[config.mk]
export PLATFORM = sky130hd
export DESIGN_NAME = genius_pixel_mem_arbiter_flat
export DESIGN_NICKNAME = d
export VERILOG_FILES = /design/src/rtl/genius_pixel_mem_arbiter_pkg.sv /design/src/rtl/genius_pixel_mem_arbiter_if.sv /design/src/rtl/genius_cmd_fifo.sv /design/src/rtl/genius_pixel_mem_arbiter.sv /design/src/flat_wrapper.sv
export SDC_FILE = /design/constraint.sdc
export NUM_CORES = 1
export LEC_CHECK = 0
export CAP_MARGIN = 20
export CORE_UTILIZATION = 47
export DETAILED_ROUTE_END_ITERATION = 10
export PLACE_DENSITY_LB_ADDON = 0.1
export SLEW_MARGIN = 20
export SYNTH_ARGS = -nofsm -noshare
export SYNTH_HDL_FRONTEND = slang
export SYNTH_SLANG_ARGS = --single-unit
[constraint.sdc]
create_clock -name CLOCK_25 -period 3.05 [get_ports CLOCK_25]
set_input_delay 0.61 -clock CLOCK_25 [delete_from_list [all_inputs] [get_ports CLOCK_25]]
set_output_delay 0.61 -clock CLOCK_25 [all_outputs]
set_load 0.02 [all_outputs]
[src/rtl/genius_pixel_mem_arbiter_pkg.sv]
// Shared types for the Genius pixel memory arbiter:
// memory geometry, fill command bundle and FSM states.
package genius_pkg;

  localparam int ADDR_W = 11;
  localparam int DEPTH  = 2048;
  localparam int DATA_W = 24;
  localparam int LEN_W  = ADDR_W + 1;

  typedef struct packed {
    logic [ADDR_W-1:0] addr;
    logic [LEN_W-1:0]  len;
    logic [DATA_W-1:0] color;
  } fill_cmd_t;

  typedef enum logic [1:0] {
    IDLE,
    LOAD,
    FILL
  } state_t;

  function automatic logic [ADDR_W-1:0] wrap_inc(
    input logic [ADDR_W-1:0] a
  );
    if (a == ADDR_W'(DEPTH - 1)) return '0;
    return a + ADDR_W'(1);
  endfunction

endpackage

[src/rtl/genius_pixel_mem_arbiter_if.sv]
// Fill-command handshake plus pixel memory bus
// between the game FSM, the arbiter and the memory.
interface genius_pixel_mem_arbiter_if;
  import genius_pkg::*;

  logic              cmd_valid;
  logic              cmd_ready;
  logic [ADDR_W-1:0] cmd_addr;
  logic [LEN_W-1:0]  cmd_len;
  logic [DATA_W-1:0] cmd_color;
  logic [ADDR_W-1:0] mem_addr;
  logic [DATA_W-1:0] mem_data;
  logic              wren;
  logic              busy;
  logic              done;

  modport master (
    output cmd_valid, cmd_addr, cmd_len, cmd_color,
    input  cmd_ready, mem_addr, mem_data, wren,
    input  busy, done
  );

  modport slave (
    input  cmd_valid, cmd_addr, cmd_len, cmd_color,
    output cmd_ready, mem_addr, mem_data, wren,
    output busy, done
  );

endinterface

[src/rtl/genius_cmd_fifo.sv]
// Small synchronous FIFO holding queued fill commands.
// A push while full is only taken when a pop frees a slot.
module genius_cmd_fifo
  import genius_pkg::*;
#(
  parameter  int FIFO_DEPTH = 4,
  localparam int PW = $clog2(FIFO_DEPTH),
  localparam int CW = PW + 1
) (
  input  logic      clk,
  input  logic      rst_n,
  input  logic      push,
  input  logic      pop,
  input  fill_cmd_t wdata,
  output fill_cmd_t rdata,
  output logic      full,
  output logic      empty,
  output logic [CW-1:0] count
);

  fill_cmd_t         mem [FIFO_DEPTH];
  logic [PW-1:0]     wp;
  logic [PW-1:0]     rp;
  logic [CW-1:0]     cnt_n;
  logic              do_push;
  logic              do_pop;

  assign do_pop  = pop && !empty;
  assign do_push = push && (!full || do_pop);
  assign rdata   = mem[rp];

  always_comb begin
    cnt_n = count;
    if (do_push && !do_pop)
      cnt_n = count + CW'(1);
    else if (!do_push && do_pop)
      cnt_n = count - CW'(1);
  end

  always_ff @(posedge clk or negedge rst_n) begin
    if (!rst_n) begin
      wp    <= '0;
      rp    <= '0;
      count <= '0;
      full  <= 1'b0;
      empty <= 1'b1;
    end else begin
      if (do_push) wp <= wp + PW'(1);
      if (do_pop)  rp <= rp + PW'(1);
      count <= cnt_n;
      full  <= (cnt_n == CW'(FIFO_DEPTH));
      empty <= (cnt_n == '0);
    end
  end

  always_ff @(posedge clk) begin
    if (do_push) mem[wp] <= wdata;
  end

endmodule

[src/rtl/genius_pixel_mem_arbiter.sv]
// Shares the pixel memory between VGA scan-out and
// queued colour fills that only write during blanking.
module genius_pixel_mem_arbiter
  import genius_pkg::*;
#(
  parameter int FIFO_DEPTH = 4
) (
  input logic CLOCK_25,
  input logic RESET_N,
  input logic DISP_EN,
  input logic VGA_VS,
  genius_pixel_mem_arbiter_if.slave bus
);

  localparam int CW = $clog2(FIFO_DEPTH) + 1;

  state_t            state;
  fill_cmd_t         cur;
  fill_cmd_t         head;
  fill_cmd_t         cmd_in;
  logic [ADDR_W-1:0] wr_ptr;
  logic [ADDR_W-1:0] rd_ptr;
  logic [LEN_W-1:0]  remaining;
  logic [DATA_W-1:0] color;
  logic              done_q;
  logic              fifo_full;
  logic              fifo_empty;
  logic [CW-1:0]     fifo_cnt;
  logic              push;
  logic              pop;
  logic              wr_cyc;

  assign push   = bus.cmd_valid && bus.cmd_ready;
  assign pop    = (state == IDLE) && !fifo_empty;
  assign cmd_in = '{addr:  bus.cmd_addr,
                    len:   bus.cmd_len,
                    color: bus.cmd_color};

  genius_cmd_fifo #(
    .FIFO_DEPTH(FIFO_DEPTH)
  ) u_fifo (
    .clk   (CLOCK_25),
    .rst_n (RESET_N),
    .push  (push),
    .pop   (pop),
    .wdata (cmd_in),
    .rdata (head),
    .full  (fifo_full),
    .empty (fifo_empty),
    .count (fifo_cnt)
  );

  // Scan-out address; VS low re-arms the frame
  always_ff @(posedge CLOCK_25 or negedge RESET_N) begin
    if (!RESET_N)
      rd_ptr <= '0;
    else if (!VGA_VS)
      rd_ptr <= '0;
    else if (DISP_EN)
      rd_ptr <= wrap_inc(rd_ptr);
  end

  always_ff @(posedge CLOCK_25 or negedge RESET_N) begin
    if (!RESET_N) begin
      state     <= IDLE;
      cur       <= '0;
      wr_ptr    <= '0;
      remaining <= '0;
      color     <= '0;
      done_q    <= 1'b0;
    end else begin
      done_q <= 1'b0;
      unique case (state)
        IDLE: begin
          if (!fifo_empty) begin
            cur   <= head;
            state <= LOAD;
          end
        end
        LOAD: begin
          wr_ptr    <= cur.addr;
          remaining <= cur.len;
          color     <= cur.color;
          if (cur.len == '0) begin
            done_q <= 1'b1;
            state  <= IDLE;
          end else begin
            state <= FILL;
          end
        end
        FILL: begin
          if (!DISP_EN) begin
            wr_ptr    <= wrap_inc(wr_ptr);
            remaining <= remaining - LEN_W'(1);
            if (remaining == LEN_W'(1)) begin
              done_q <= 1'b1;
              state  <= IDLE;
            end
          end
        end
        default: state <= IDLE;
      endcase
    end
  end

  assign wr_cyc        = (state == FILL) && !DISP_EN;
  assign bus.wren      = wr_cyc;
  assign bus.mem_addr  = wr_cyc ? wr_ptr : rd_ptr;
  assign bus.mem_data  = color;
  assign bus.busy      = (state != IDLE) || (fifo_cnt != '0);
  assign bus.done      = done_q;
  assign bus.cmd_ready = !fifo_full;

endmodule

[src/flat_wrapper.sv]
// flat-port wrapper written by rule: the top's interface ports become plain ports
module genius_pixel_mem_arbiter_flat import genius_pkg::*;
#(
  parameter int FIFO_DEPTH = 4
)
  (CLOCK_25, RESET_N, DISP_EN, VGA_VS, bus_cmd_valid, bus_cmd_addr, bus_cmd_len, bus_cmd_color, bus_cmd_ready, bus_mem_addr, bus_mem_data, bus_wren, bus_busy, bus_done);
  genius_pixel_mem_arbiter_if bus_i ();
  input logic CLOCK_25;
  input logic RESET_N;
  input logic DISP_EN;
  input logic VGA_VS;
  input wire logic [$bits(bus_i.cmd_valid)-1:0] bus_cmd_valid;
  input wire logic [$bits(bus_i.cmd_addr)-1:0] bus_cmd_addr;
  input wire logic [$bits(bus_i.cmd_len)-1:0] bus_cmd_len;
  input wire logic [$bits(bus_i.cmd_color)-1:0] bus_cmd_color;
  output wire logic [$bits(bus_i.cmd_ready)-1:0] bus_cmd_ready;
  output wire logic [$bits(bus_i.mem_addr)-1:0] bus_mem_addr;
  output wire logic [$bits(bus_i.mem_data)-1:0] bus_mem_data;
  output wire logic [$bits(bus_i.wren)-1:0] bus_wren;
  output wire logic [$bits(bus_i.busy)-1:0] bus_busy;
  output wire logic [$bits(bus_i.done)-1:0] bus_done;
  assign bus_i.cmd_valid = bus_cmd_valid;
  assign bus_i.cmd_addr = bus_cmd_addr;
  assign bus_i.cmd_len = bus_cmd_len;
  assign bus_i.cmd_color = bus_cmd_color;
  assign bus_cmd_ready = bus_i.cmd_ready;
  assign bus_mem_addr = bus_i.mem_addr;
  assign bus_mem_data = bus_i.mem_data;
  assign bus_wren = bus_i.wren;
  assign bus_busy = bus_i.busy;
  assign bus_done = bus_i.done;
  genius_pixel_mem_arbiter #(.FIFO_DEPTH(FIFO_DEPTH)) u_core (.CLOCK_25(CLOCK_25), .RESET_N(RESET_N), .DISP_EN(DISP_EN), .VGA_VS(VGA_VS), .bus(bus_i));
endmodule
Word-level counts from Yosys, hierarchy flattened
Memories as Yosys holds them, arrays and structs flattened. A register that Yosys moved wholly into a read port is not among the register bits. Cells that the tools add are included.

Memories kept: 1. Memory bits (writable): 188. Flip-flop bits (word level): 70. Output and inout bits: 39.

$add $sub $neg: 7. Mux-type cells: 30. Reductions and logical operators: 24. Bitwise operators: 1. Equality and inequality tests: 10.

Memory list: u_core.u_fifo.mem (depth 4, bits a word 47, read ports 1, clocked after Yosys merged registers in 1, wr ports 1, line genius_cmd_fifo.sv:21) `fill_cmd_t mem [FIFO_DEPTH];`.

Operators with widths (number): 2-to-1 mux 11 bit (8); case mux 12 bit (2 select lines) (1); adder 11 x 1 -> 11 bit, second input constant (2); equality test 11 bit, second input constant (2); case mux 11 bit (2 select lines) (1); equality test 12 x 1 -> 1 bit, second input constant (1); zero test 12 bit (1); 2-to-1 mux 12 bit (1); subtractor 12 x 1 -> 12 bit, second input constant (1); 2-to-1 mux 1 bit (11); 2-to-1 mux 2 bit (4); logical AND 1 bit (7); zero test 1 bit (6); 2-to-1 mux 3 bit (2); != test 2 bit, second input constant (3); case mux 2 bit (3 select lines) (1); adder 2 x 1 -> 2 bit, second input constant (2); AND reduction 2 bit (2); nonzero test 2 bit (2); adder 3 x 1 -> 3 bit, second input constant (1); equality test 3 bit, second input constant (1); zero test 3 bit (1); AND reduction 3 bit (1); nonzero test 3 bit (1); 8 further kinds (9).

Logic depth before layout (Yosys ltp)
Word-level depth: 10. Gate-level depth with buffers: 8. Depth with buffers taken out: 7.

Hierarchy
Synthesis repeated with hierarchy kept, for this count alone.

Cells, all modules: 721. Area, all modules: 12360.6 µm².

Modules (own cells, without submodules): genius_cmd_fifo (cells an instance 291, instances 1, seq. area each 5871.9 µm², area an instance 7348.3 µm²); genius_pixel_mem_arbiter (cells an instance 430, instances 1, seq. area each 2702.6 µm², area an instance 5012.3 µm²).

Least setup slack after synthesis
Ideal clock, no wire load.

Kind: input-to-reg. Start: input port bus_cmd_valid. End: memory u_core.u_fifo.mem[0][0] (netlist bit) (enable). Data required time: 2641 ps. Arrival time: 2029 ps. Setup time: 409 ps. Path buffers: 1. Slack: 612 ps. Cell stages on the path: 3. Cells stage by stage: nor2b_1 buf_2 and2_1.

Word-level cells in the longest chain between the ends: 4.

RTL lines: start: declaration (line flat_wrapper.sv:12) `input wire logic [$bits(bus_i.cmd_valid)-1:0] bus_cmd_valid;`; logical AND 1 bit (line genius_pixel_mem_arbiter.sv:33) `assign push = bus.cmd_valid && bus.cmd_ready;`; logical AND 1 bit (line genius_cmd_fifo.sv:29) `assign do_push = push && (!full || do_pop);`; 2-to-1 mux 1 bit (line genius_cmd_fifo.sv:57) `if (do_push) mem[wp] <= wdata;`; 2-to-1 mux 1 bit (not written as such) (line genius_cmd_fifo.sv:57); end: declaration (line genius_cmd_fifo.sv:21).

Every way passes these cells.

Worst setup path after layout
Start: register u_core.state[0]. End: output port bus_mem_addr[7].

Word-level cells in the longest chain between the ends: 3.

RTL lines: start: declaration (line genius_pixel_mem_arbiter.sv:17) `state_t state;`; start signal: assignment (line genius_pixel_mem_arbiter.sv:65) `state <= IDLE;`; start signal: assignment (line genius_pixel_mem_arbiter.sv:77) `state <= LOAD;`; start signal: assignment (line genius_pixel_mem_arbiter.sv:86) `state <= IDLE;`; equality test 2 bit (line genius_pixel_mem_arbiter.sv:106) `assign wr_cyc = (state == FILL) && !DISP_EN;`; logical AND 1 bit (line genius_pixel_mem_arbiter.sv:106); 2-to-1 mux 11 bit (line genius_pixel_mem_arbiter.sv:108) `assign bus.mem_addr = wr_cyc ? wr_ptr : rd_ptr;`; end: declaration (line flat_wrapper.sv:17) `output wire logic [$bits(bus_i.mem_addr)-1:0] bus_mem_addr;`.

Every way passes these cells.

==> impl_results.md <==
* Status: complete, no violations
* P&R area growth vs syn at 21.2%
* PortBufs at 90
* Pre-Repair DR Iteration Count at 5
* Multiplexer area fraction after synthesis at 11.2%
* CP peak stage delay at 0.60 ns
* Crit path arrival time at 2.30 ns
* Max FO, Critical Path at 11
* DRC errors left at 0
* Reg clk slew, reported paths at 0.06 ns
* Fillers at 1996
* CP Cell Sequence: inv_1, ha_1, nand2b_1, buf_4, nand2_1, nand2_1, clkdlybuf4s50_1
* Post-synth EDFFs at 188
* Pin count of the biggest net entering global routing at 50
* RR Endpoint: u_core.u_fifo.empty$_DFF_PN1_
* Vias in the first global route at 7392
* First-pass GRT wire length at 40.1 mm
* Worst VDD drop at 0.422 mV
* Leakage at 5.82 nW
* Worst hold path class: input port to asynchronous set/reset pin
* Core area at 0.0255 sq mm
* Die extent in y at 164 microns
* Synth Area in Adders at 1.52%
* Ys flop type: edfxtp_1
* Synth Area in Simple Gates at 11.1%
* CP endpoint kind: output pin
* # rows at 58
* Routability cong. at 0.824
* Nets at 1005
* Syn_area_per_cell at 14.9 sq um
* Initial core utilization at 48.5%
* Fin crit share at 95.5%
* CP required at 2.44 ns
* Asr flop ratio synth at 38.4%
* Cell taking the most area after synthesis: edfxtp_1
* Top-area cell type share of the netlist area at 45.7%
* Skew final at 0.0122 ns
* Synth unique cells at 62
* CP Launch Type: flop
* Global Route Usage Sum at 19.4%
* TritonCTS buffer count at 31
* Longest Clk Path Bufs at 3
* Place WS at 0.187 ns
* Slowest cell on crit path: clkdlybuf4s50_1
* Max-slew headroom at 57.2%
* Cell Pwr Density at 731 mW/mm^2
* Initial drt markers at 483
* Slew @ Worst Pin at 0.641 ns
* Worst-Skew Late Latency at 0.55 ns
* DR vias/cell at 5.42
* Root Driver: clkbuf_16
* XOR/XNOR Fraction of Synth Area at 1.56%
* Origin of the critical flop-to-flop path: u_core.state[0]$_DFFE_PN0P_
* Seq/Total Area, Yosys at 69.5%
* Compound-Gate Fraction of Synth Area at 3.34%
* # IOs at 91
* Multi-input gate area at 0.00356 sq mm
* WP buf/inv at 3
* R2r setup slk at 0.86 ns
* Die ar. at 0.0269 sq mm
* Syn nets at 897
* CTS H-tree lvls at 1
* YS warnings at 0
* Final Hold Viols at 0
* Hpwl dp at 16.0 mm
* Clock sink total at 305
* DRT Wirelength at 25.2 mm
* Gr ovfl total at 0
* Synth Instances at 830
* Antenna violations before repair at 1
* Area contributors post-synth: edfxtp_1 (46%), dfrtp_1 (24%), mux4_2 (8.6%)
* Post-DRT Antenna Nets at 0
* Final WS setup at 0.139 ns
* Fmax at 0.343 GHz
* CTS tree: yes
* Setup violators final at 0
* Max Cap Violations at 0
* Min cycle time layout at 2.91 ns
* CP Depth at 7
* Largest family of logic cells by synthesized area: multiplexers
* Detail-routed net length per standard cell at 19.4 microns
* Setup tns final at 0 ns
* Post-CTS Hold Fix Bufs at 0
* Share of layout cells above drive strength 1 at 17.9%
* Worst R2R Path Depth at 7
* Vias at 7014
* Die width at 164 microns
* Crit Path Category: flop to output pin
* Register Area at 0.00858 sq mm
* Fin. max-slew vios at 0
* Crit path max-delay family: buffers and inverters
* Synthesized cell area at 0.0123 sq mm
* Worst path most repeated cell: nand2_1
* Number of synthesized register bits at 305
* RSZ-0062 raised after global routing: no
-- cell families (layout without fill, tap and decap cells) --
group,count (synthesis),after routing
DFF,305,305
and+or+nand+nor,301,301
muxes,76,76
AOI/OAI and AO/OA,60,60
buffers and inverters,51,184
xor gates and xnor gates,22,22
adders and majority gates,15,15
other,0,1
-- cell usage after synthesis, types with 12 or more instances --
cell type  count
nand3_1       12
dfrtp_1      116
mux2_2        25
mux4_2        47
buf_2         12
a211oi_1      12
ha_1          15
nor2b_1       16
clkbuf_1      16
xnor2_1       13
nor2_1        23
nand2_1      194
edfxtp_1     188
a21oi_1       13
-- per-layer routing --
layer	share of wire, %	GRT usage [%]	wire [microns]
met1	45	26.5	11200
met5	0	0	0
met2	49	32.6	12300
met4	1.2	4.12	314
met3	5.1	3.71	1290
-- worst max path at each step --
stage                                     start                                end  slack, ns
floorplan                         bus_cmd_valid  u_core.u_fifo.mem[0][0]$_DFFE_PP_       0.61
global placement                        DISP_EN                           bus_wren       0.23
detailed placement                      DISP_EN                           bus_wren       0.19
CTS                 u_core.state[0]$_DFFE_PN0P_                           bus_wren       0.07
global route        u_core.state[0]$_DFFE_PN0P_                    bus_mem_addr[6]       0.01
finish              u_core.state[0]$_DFFE_PN0P_                    bus_mem_addr[7]       0.14
-- state kept, by name, indices dropped and copies added, names as in the netlist, 2 cells and up --
register,count
u_core.cur,47
u_core.u_fifo.wp,2
u_core.wr_ptr,11
u_core.remaining,12
u_core.state,2
u_core.u_fifo.rp,2
u_core.bus.mem_data,24
u_core.u_fifo.count,3
u_core.u_fifo.mem,188
u_core.rd_ptr,11
-- layout by cell type, fill, tap and decap left out, types with 7 or more instances in the layout --
master | Yosys | layout
a211oi_1 | 12 | 12
a21oi_1 | 13 | 13
buf_12 | 0 | 8
buf_4 | 3 | 19
clkbuf_16 | 0 | 35
clkdlybuf4s50_1 | 0 | 85
clkinv_2 | 0 | 7
dfrtp_1 | 116 | 114
edfxtp_1 | 188 | 188
ha_1 | 15 | 14
inv_1 | 9 | 9
mux2_2 | 25 | 25
mux4_2 | 47 | 47
nand2_1 | 194 | 194
nand3_1 | 12 | 12
nand4_1 | 9 | 9
nor2_1 | 23 | 23
nor2b_1 | 16 | 15
o21ai_0 | 7 | 7
xnor2_1 | 13 | 13
xor2_1 | 9 | 9
-- through the flow --
step                      cells  utilization, %  power [mW]  cell area, sq um  hold slack, ns
after detailed placement   1235            54.1        6.86             13800           0.459
after global routing       1293            58.7        11.4             15000          0.0358
final                      1294            58.7        10.9             15000          0.0197
after CTS                  1293            58.7        11.0             14900          0.0142
after floorplan             830               -        6.21             12300           0.314
after global placement     1235            54.1        6.78             13800           0.455
-- repair_timing --
action / 4_1_cts / 5_1_grt
endpoints found under the setup margin: 0 / 4
setup buffers: 0 / 0
resized for setup: 0 / 4
-- power breakdown --
group	switching (mW)	internal [mW]	total, mW
registers	0.319	5.06	5.37
logic	0.771	0.616	1.39
clock network	1.56	2.60	4.17
-- area by class of cell --
class,instances,area share [%]
inverters,10,0.251
multi-input cells,474,23.8
clock buffers,40,6.05
well taps,330,2.76
diodes,1,0.0167
repair buffers,116,8.05
flip-flops and latches,305,57.4
clock inverters,18,1.71
Note: power is estimated with default switching activity, not from simulation.
==> variant 1: new RTL, same settings <==
Make the reset (`RESET_N` and `rst_n`) synchronous in 3 clocked blocks.
--- a/src/rtl/genius_cmd_fifo.sv
+++ b/src/rtl/genius_cmd_fifo.sv
@@ -39,3 +39,3 @@
 
-  always_ff @(posedge clk or negedge rst_n) begin
+  always_ff @(posedge clk) begin
     if (!rst_n) begin
--- a/src/rtl/genius_pixel_mem_arbiter.sv
+++ b/src/rtl/genius_pixel_mem_arbiter.sv
@@ -53,3 +53,3 @@
   // Scan-out address; VS low re-arms the frame
-  always_ff @(posedge CLOCK_25 or negedge RESET_N) begin
+  always_ff @(posedge CLOCK_25) begin
     if (!RESET_N)
@@ -62,3 +62,3 @@
 
-  always_ff @(posedge CLOCK_25 or negedge RESET_N) begin
+  always_ff @(posedge CLOCK_25) begin
     if (!RESET_N) begin
Function: differs if RESET_N is asserted again (counterexample within 4 cycles, from zero or initial values and one cycle with RESET_N low); with RESET_N held inactive, the same outputs for 4 cycles.
==> variant 1 against the unedited design <==
Worst setup slack improved by 0.050 ns. Count of clock-buffer cells in the layout rose by 3. Area after synthesis fell by 2.5%. Sequential cell count did not move. Fmax rose by 1.7%. Global-route usage fell by 1.3 points. Wire length fell by 8.4%. Cell area fell by 2.7%. Critical path type unchanged. Via count rose by 0.40%. Clock skew rose by 0.0040 ns. Non-clock buffer count rose by 4.
Power is not compared: it rests on default switching activity, and its combinational part moved more than twofold at a synthesized area within 25%.
==> variant 1: results (changes against the unedited design) <==
Final Non-Filler Cells 1,332 (+2.9%); WHS 0.4125 ns (+0.3928 ns); vias in the first global route 7,080 (-4.2%); Post-Place Setup Slack 0.1918 ns (+0.004857 ns); status finished, final reports clean; fillcell total 2,087 (+4.6%); share of post-route cells with drive strength above 1 14.07% (-3.8 points); R2R depth 8 (+1); syn_nets 940 (+4.8%); Final Util 57.98% (-0.74 points); routed vias/inst 5.287 (-2.5%); Reg2Reg Setup Slack 0.95 ns (+0.09 ns); Metal-1 WL 10,840 um (-3.6%); global-route wire length before repair 37,640 um (-6.1%); worst r2r src u_core.state[0]; met2 routed WL 10,740 um (-13%); Final nets 1,046 (+4.1%); DP HPWL 14,610 um (-8.8%); area share of fa/ha/maj cells after synthesis 1.560% (+0.039 points); Yosys cell types 51 (-18%); Post-Synth XOR/XNOR Area 1.092% (-0.47 points); metal3 WL 1067 um (-17%); Tot GR Track Use 18.10% (-1.3 points); top cells by count, synth 188 x edfxtp_1, 157 x nand2_1, 117 x dfxtp_1, 50 x a21boi_0, 47 x mux4_2; CP arrival 2.25 ns (-0.05 ns); GPL Wtd Cong 0.8430 (+2.4%); Synth Area in Compound Gates 7.072% (+3.7 points)
[variant 1: changes by cell type in the layout (fill, tap and decap cells not counted), sizes merged, moves of 8 or more]
cell and delta:
o21ai +11, nor2b +15, a21boi +49, nand2 -37
dfrtp -116, dfxtp +117, a211oi -9, mux2 -24
mux2i +22, a21oi +8
[variant 1: cell type report]
type	instances	share of cell area (%)
multi-input cells	509	26.27
flip-flops and latches	305	54.90
well taps	330	2.836
clock buffers	43	5.913
inverters	12	0.3094
repair buffers	120	8.578
clock inverters	13	1.186
[variant 1: worst max-delay path by stage]
stage / cells after the start / from / to / slack [ns]
after floorplan: 8 / DISP_EN / bus_mem_addr[0] / 0.43
after global placement: 7 / DISP_EN / bus_mem_addr[2] / 0.24
after detailed placement: 6 / DISP_EN / bus_mem_addr[2] / 0.19
after CTS: 7 / u_core.state[0] / bus_mem_addr[2] / 0.08
after global routing: 8 / u_core.state[0] / bus_mem_addr[4] / 0.04
final: 8 / u_core.state[0] / bus_mem_addr[4] / 0.19
==> variant 2: new RTL, config.mk and constraints unchanged <==
Without the edit above. Change the package constant `ADDR_W` from 11 to 12.
--- a/src/rtl/genius_pixel_mem_arbiter_pkg.sv
+++ b/src/rtl/genius_pixel_mem_arbiter_pkg.sv
@@ -4,3 +4,3 @@
 
-  localparam int ADDR_W = 11;
+  localparam int ADDR_W = 12;
   localparam int DEPTH  = 2048;
Ports: changed (resized bus_cmd_addr, bus_cmd_len and bus_mem_addr); port bits go from 91 to 94. The function was not compared with the original's and may differ.
==> variant 2 against the unedited design <==
Fmax up 0.22%. Total power is 1.8% higher. Synthesized cell count is 5.7% higher. Cell area increased by 3.8%. Wire length decreased by 0.72%. Final cell count rose by 4.7%. Area after synthesis grew 4.0%. Via count grew 2.1%. Sequential cell count rose by 13. Worst setup slack improved by 0.0064 ns. Critical path type unchanged. Critical endpoint is now bus_mem_addr[5]. Largest cell class unchanged.
==> variant 2: results (changes against the unedited design) <==
crit path max fanout 14 (+3); Post-Synth XOR/XNOR Area 1.705% (+0.14 points); Num CTS Buffers 34 (+9.7%); worst r2r src u_core.state[1]; 1st-iter DRT viols 412 (-15%); via count 7,161 (+2.1%); Tot GR Track Use 18.61% (-0.83 points); top cells by count, synth 211 x nand2_1, 196 x edfxtp_1, 121 x dfrtp_1, 49 x mux4_2, 32 x clkbuf_1; largest cells by area after synthesis edfxtp_1 46%, dfrtp_1 24%, mux4_2 8.6%; sequential element share of the synthesized area 69.62% (+0.15 points); ys async rst share 38.36% (about the same); status finished, final reports clean; syn_nets 946 (+5.5%); initial antenna violation count 1 (unchanged); LEAKAGE 0.005984 uW (+2.8%); global-route wire length before repair 40,610 um (+1.3%); worst clock skew 0.01197 ns (-0.0002722 ns); TritonRoute pass-1 iters 5 (unchanged); max reg flops 196 (+4.3%); Worst-path clk slew 0.06 ns (about the same); vias in the first global route 7,331 (-0.83%); Synth Area in Compound Gates 3.099% (-0.24 points); # diodes 0 (-1); dpl cell area 14,370 um2 (+4.2%); Final nets 1,058 (+5.3%); peak supply drop 0.4390 mV (+4.1%); Reg2Reg Setup Slack 0.81 ns (-0.05 ns); RR Endpoint u_core.u_fifo.empty; Worst Tran Pin Value 0.5849 ns (-0.05653 ns); GPL Wtd Cong 0.8410 (+2.1%); Routed WL 24,970 um (-0.72%); area share of fa/ha/maj cells after synthesis 1.462% (-0.059 points); IO buf count 93 (+3.3%); Post-synth EDFFs 196 (+4.3%); Critical Path Max Stage Delay 0.62 ns (+0.02 ns); Post-Place Setup Slack 0.2053 ns (+0.01840 ns); CTS H-tree depth 2 (+1); Yosys cell types 52 (-16%); clock latency on the worst-skew pair 0.50 ns (-0.05 ns); CTS Buffer Depth 3 (unchanged); DP HPWL 15,560 um (-2.9%); CTS root buf clkbuf_16; largest net degree at the start of global routing 53 (+6.0%); mux share of post-synthesis cell area 11.49% (+0.30 points); share of post-route cells with drive strength above 1 16.67% (-1.2 points); ys flop type edfxtp_1
==> variant 2: through the flow <==
stage	hold WS [ns]	utilization [%]	cells
after floorplan	0.3144	-	877
after global placement	0.4562	53.45	1294
after detailed placement	0.4585	53.45	1294
after CTS	0.06151	57.75	1355
after global routing	0.08454	57.77	1355
final	0.04976	57.77	1355
==> variant 2: layout make-up <==
cell class              count  area, um2
inverters                  14      56.30
repair buffers            119       1255
clock inverters            13      180.2
multi-input cells         502       3690
fillers                  2101      11350
well taps                 341      426.7
flip-flops and latches    318       8945
clock buffers              48      974.7
==> variant 2: logic make-up after synthesis <==
group	count (synthesis)
AOI/OAI and AO/OA	64
muxes	83
xor gates and xnor gates	25
buffers and inverters	57
adders and majority gates	15
and+or+nand+nor	315
DFF	318
==> variant 2: power by group <==
group / total [uW] / internal [uW] / switching (uW)
combinational: 1360 / 613 / 742
sequential: 5590 / 5300 / 288
clock: 4180 / 2580 / 1610
total: 11100 / 8490 / 2640
==> variant 2: worst max path at each step <==
| stage | startpoint | end | slack (ns) |
|---|---|---|---|
| final | u_core.state[0] | bus_mem_addr[5] | 0.15 |
| after floorplan | bus_cmd_valid | u_core.u_fifo.mem[0][0] | 0.47 |
| after global routing | u_core.state[0] | bus_mem_addr[5] | 0.008 |
| after CTS | u_core.state[0] | bus_mem_addr[6] | 0.08 |
| after detailed placement | DISP_EN | bus_mem_addr[6] | 0.21 |
| after global placement | DISP_EN | bus_mem_addr[3] | 0.25 |
==> variant 2: what timing repair did <==
action                     4_1_cts  5_1_grt
hold buffers                     0        0
gates resized for setup          0        2
setup endpoints to repair        0        9
==> variant 2: critical path, delay by kind of cell, from the launching register on <==
kind	cells	cell delay, ns
AOI/OAI and AO/OA	1	0.07
buffers and inverters	3	0.93
adders and majority gates	1	0.22
DFF	1	0.36
and+or+nand+nor	2	0.22
==> variant 2: metal layers <==
metal | vias up | routed length, um | share of wire [%] | track usage [%]
met5 | - | 0 | 0 | 0
met1 | 3573 | 11530 | 46 | 26.22
met2 | 143 | 11880 | 48 | 29.71
met4 | 0 | 351 | 1.4 | 4.787
met3 | 34 | 1215 | 4.9 | 3.805
li1 | 3411 | - | - | -
